`config.mk`:
```
export PLATFORM = sky130hd
export DESIGN_NAME = cpu16_seq
export DESIGN_NICKNAME = d
export VERILOG_FILES = /design/src/rtl/cpu16_seq.sv
export SDC_FILE = /design/constraint.sdc
export NUM_CORES = 1
export LEC_CHECK = 0
export ABC_AREA = 1
export CELL_PAD_IN_SITES_DETAIL_PLACEMENT = 0
export CELL_PAD_IN_SITES_GLOBAL_PLACEMENT = 1
export CORE_MARGIN = 5
export CORE_UTILIZATION = 46
export DETAILED_ROUTE_END_ITERATION = 7
export DONT_BUFFER_PORTS = 1
export GPL_TIMING_DRIVEN = 0
export PLACE_DENSITY_LB_ADDON = 0.15
export SLEW_MARGIN = 20
export SYNTH_ARGS = -nofsm -noshare
export SYNTH_HDL_FRONTEND = slang
export SYNTH_SLANG_ARGS = --single-unit
```
`constraint.sdc`:
```
create_clock -name ck -period 3.1 [get_ports ck]
set_input_delay 0.62 -clock ck [delete_from_list [all_inputs] [get_ports ck]]
set_output_delay 0.62 -clock ck [all_outputs]
set_load 0.01 [all_outputs]
```
`src/rtl/cpu16_seq.sv`:
```
// Byte-wide fetch / decode / execute / writeback sequencer for a 16-bit core.
// One instruction is fetched as two bytes (high byte first) from the address in pc.
module cpu16_seq #(
    parameter logic [15:0] RESET_PC = 16'h0000,
    parameter logic [3:0]  HALT_OP  = 4'hF
) (
    input  logic        ck,
    input  logic        rst,
    input  logic        start,
    input  logic        mem_rdy,
    input  logic [7:0]  mem_rdata,
    output logic        mem_req,
    output logic [15:0] mem_addr,
    output logic [15:0] pc,
    output logic [15:0] ir,
    output logic [15:0] icnt,
    output logic [3:0]  rf_ra,
    output logic [3:0]  rf_rb,
    output logic [3:0]  rf_wa,
    output logic        rf_we,
    output logic [3:0]  alu_op,
    output logic        ab_le,
    output logic        out_le,
    output logic        halted,
    output logic [2:0]  state
);

    typedef enum logic [2:0] {
        IDLE     = 3'd0,
        FETCH_HI = 3'd1,
        FETCH_LO = 3'd2,
        DECODE   = 3'd3,
        EXEC     = 3'd4,
        WB       = 3'd5,
        HALT     = 3'd6
    } state_t;

    state_t state_r;
    state_t state_next;

    always_ff @(posedge ck) begin
        if (rst) begin
            state_r <= IDLE;
            pc      <= RESET_PC;
            ir      <= 16'h0000;
            icnt    <= 16'h0000;
        end else begin
            state_r <= state_next;
            if (state_r == FETCH_HI && mem_rdy) begin
                ir[15:8] <= mem_rdata;
                pc       <= pc + 16'd1;
            end
            if (state_r == FETCH_LO && mem_rdy) begin
                ir[7:0] <= mem_rdata;
                pc      <= pc + 16'd1;
            end
            if (state_r == WB) begin
                icnt <= icnt + 16'd1;
            end
        end
    end

    // HALT has no exit here; only rst brings the core back to IDLE.
    always_comb begin
        state_next = state_r;
        case (state_r)
            IDLE:     if (start)   state_next = FETCH_HI;
            FETCH_HI: if (mem_rdy) state_next = FETCH_LO;
            FETCH_LO: if (mem_rdy) state_next = DECODE;
            DECODE:   state_next = (ir[15:12] == HALT_OP) ? HALT : EXEC;
            EXEC:     state_next = WB;
            WB:       state_next = FETCH_HI;
            HALT:     state_next = HALT;
            default:  state_next = IDLE;
        endcase
    end

    assign mem_req  = (state_r == FETCH_HI) || (state_r == FETCH_LO);
    assign ab_le    = (state_r == DECODE);
    assign out_le   = (state_r == EXEC);
    assign rf_we    = (state_r == WB);
    assign halted   = (state_r == HALT);
    assign mem_addr = pc;
    assign rf_ra    = ir[7:4];
    assign rf_rb    = ir[3:0];
    assign rf_wa    = ir[11:8];
    assign alu_op   = ir[15:12];
    assign state    = state_r;

endmodule

```
==> flow_summary_export.csv <==
group,metric,value,unit
yosys,ys_seq_area_share,39.3,%
sta,timing_hold_violations_final,0,
finish,fin_area,2790,sq um
floorplanning,die_w,85.1,um
sta,slew-limit-headroom,65.3,%
finish,n_antenna_cell,0,
yosys,synth-seq-cells,51,
flow_run,drv_cap,0,
route,post-route-drc-count,0,
power_and_ir_drop,power_frac_clock,33.5,%
yosys,synth-warning-count,0,
sta,timing_max_transition_violations_final,0,
power_and_ir_drop,total_power,1.35,mW
power_and_ir_drop,p_per_area,484,nW/um^2
cts,cts.path.max_buffers,2,
cts,h-tree-depth,2,
power_and_ir_drop,pwr-share-seq,54.0,%
cts,post_cts_resize_count,0,
global_routing,grt_pass1_vias,1978,
global_routing,grt_first_pass_wirelength,9780,um
floorplanning,initial_core_util,47.1,%
route,postRouteAntennaNets,0,
placed_design,placement.io_buffers,0,
cts,cts-buffers-inserted,5,
route,drt_iter0_markers,139,
cts,path_clk_slew,90,ps
worst_setup_path,cp-end-kind,"primary output",
floorplanning,io_pins,100,
power_and_ir_drop,p_sw,0.366,mW
sta,finalSetupTns,0,ps
yosys,syn_area,2590,sq um
global_routing,grt_overflow_total,0,
cts,cts_hold_buf,0,
worst_setup_path,worst_setup_path_start_kind,"flop",
route,viasPerCell,4.84,
cts,worstSkewPairLatency,300,ps
global_routing,grt_usage,16.2,%
finish,syn2layout_area_growth,7.57,%
worst_setup_path,crit_required,2480,ps
route,num_vias,2265,
worst_setup_path,reg2reg_depth,9,
finish,nets,410,
power_and_ir_drop,p_int,0.985,mW
worst_setup_path,r2r-end,"mem_addr[14]",
floorplanning,core,5510,sq um
floorplanning,rows,27,
yosys,netlist-cell-type-count,23,
yosys,syn-num-nets,403,
finish,stdcell_count,468,
sta,fin_crit,1990,ps
worst_setup_path,cp-startpoint,"state[1]",
sta,finClkSkew,4.28,ps
power_and_ir_drop,p_leak,1.15,nW
route,wl,5990,um
global_routing,antenna_found_initial,0,
worst_setup_path,rrSetupSlack,1390,ps
worst_setup_path,path_max_fanout,8,
sta,worst_slew_pin_slew,521,ps
placed_design,dpl.hpwl,4560,um
sta,timing.fmax,502,MHz
floorplanning,die_h,85.1,um
power_and_ir_drop,swShare,27.1,%
worst_setup_path,crit_type,"flop to primary output",
worst_setup_path,worstPathArrival,1370,ps
power_and_ir_drop,comb_power_share,12.5,%
power_and_ir_drop,ir_drop,0.246,mV
cts,tritoncts,"done",
sta,rsz0062_at_grt,"false",
sta,finalSetupViolations,0,
cts,cts_setup_buffers,0,
worst_setup_path,crit_path_end,"ab_le",
hold_path,min_path_type,"input port to flop",
placed_design,gp_congestion,0.745,
placed_design,numPlacedInstances,461,
worst_setup_path,rr_startpoint,"mem_addr[0]",
global_routing,grt_max_degree,16,
floorplanning,dieArea,7240,sq um
yosys,syn_area_per_cell,6.67,sq um
yosys,syn_inst,389,
run_status,status,"complete, no violations",
finish,drive_above_1_share,13.1,%
route,wl_per_cell,12.8,um
route,drtPass1Iterations,4,
placed_design,post_dp_cell_area,2690,sq um
cts,cts.sinks,51,
sta,fin_crit_sh,64.3,%
cts,clock-root-buffer,"clkbuf_8",
==> worst max-delay path: stages (launching register included) <==
cell and delay [ps]:
dfxtp_1 580, inv_1 130, nor3_1 360
==> kinds of logic (layout without fill, tap and decap cells) <==
kind of cell,Yosys count,in the layout,share of synthesized area [%]
compound gates,56,56,10.8
flops,51,51,39.3
buf+inv,92,99,18.4
xor+xnor,1,1,0.338
simple gates,187,187,30.1
fa+ha+maj,2,2,0.964
==> cell usage in the layout, fill, tap and decap left out, drive strengths merged <==
| cell type | count |
|---|---|
| bufinv | 1 |
| inv | 51 |
| nor2 | 79 |
| nor3 | 3 |
| nand3 | 18 |
| buf | 36 |
| nand3b | 1 |
| clkinvlp | 1 |
| o21ai | 29 |
| ha | 2 |
| nand2 | 79 |
| xor2 | 1 |
| clkbuf | 10 |
| nand4 | 7 |
| a21oi | 27 |
| dfxtp | 51 |
==> flip-flops by register name, indices dropped and copies added, names as in the netlist <==
register / count
ir: 16
icnt: 16
state: 3
mem_addr: 16
==> final cells by class <==
cell class | count | area (sq um)
plain buffers | 41 | 287
clock buffers | 5 | 68.8
clock inverters | 2 | 37.5
fillers | 607 | 2720
inverters | 51 | 191
multi-input cells | 246 | 1100
flip-flops and latches | 51 | 1020
well taps | 72 | 90.1
==> routing by layer <==
layer  track usage, %  vias up  share of wire [%]
li1                 -     1194                  -
met1             21.3     1003                 45
met2             25.8       64                 46
met3             5.24        4                8.0
met4             4.03        0               0.68
met5                0        -                  0
==> Yosys cell counts <==
| cell type | instances | area share [%] |
|---|---|---|
| a21oi_1 | 27 | 5.2 |
| buf_1 | 1 | 0.14 |
| buf_2 | 1 | 0.19 |
| buf_4 | 33 | 9.5 |
| buf_6 | 1 | 0.43 |
| clkbuf_1 | 5 | 0.72 |
| dfxtp_1 | 51 | 39 |
| ha_1 | 2 | 0.96 |
| inv_1 | 49 | 7.1 |
| inv_2 | 2 | 0.29 |
| nand2_1 | 77 | 11 |
| nand2_2 | 2 | 0.48 |
| nand3_1 | 17 | 3.3 |
| nand3_2 | 1 | 0.39 |
| nand3b_1 | 1 | 0.29 |
| nand4_1 | 7 | 1.7 |
| nor2_1 | 74 | 11 |
| nor2_2 | 3 | 0.72 |
| nor2_4 | 2 | 0.87 |
| nor3_1 | 3 | 0.58 |
| o21ai_0 | 27 | 5.2 |
| o21ai_1 | 2 | 0.39 |
| xor2_1 | 1 | 0.34 |
==> how the worst min path moves through the flow <==
stage,cells past startpoint,startpoint,slack [ps],to
4_1_cts,1,rst,360,state[0]
3_5_place_dp,2,ir[7],500,ir[7]
5_1_grt,1,rst,350,state[0]
2_1_floorplan,2,ir[0],480,ir[0]
3_3_place_gp,2,ir[4],500,ir[4]
6_report,1,rst,370,state[2]
==> power groups by stage <==
| stage | clock (mW) | combinational, mW | sequential [mW] |
|---|---|---|---|
| 2_1_floorplan | 0 | 0.144 | 0.736 |
| 3_3_place_gp | 0 | 0.170 | 0.746 |
| 3_5_place_dp | 0 | 0.172 | 0.747 |
| 4_1_cts | 0.471 | 0.172 | 0.731 |
| 5_1_grt | 0.497 | 0.192 | 0.736 |
| 6_report | 0.453 | 0.169 | 0.730 |
==> stage by stage <==
stage / utilization, % / setup slack [ps] / hold WS, ps
floorplan: - / 1540 / 480
global placement: 48.8 / 1280 / 496
detailed placement: 48.8 / 1230 / 502
CTS: 50.7 / 1070 / 357
global route: 50.7 / 972 / 350
finish: 50.7 / 1110 / 374
(Power assumes the default switching activity.)
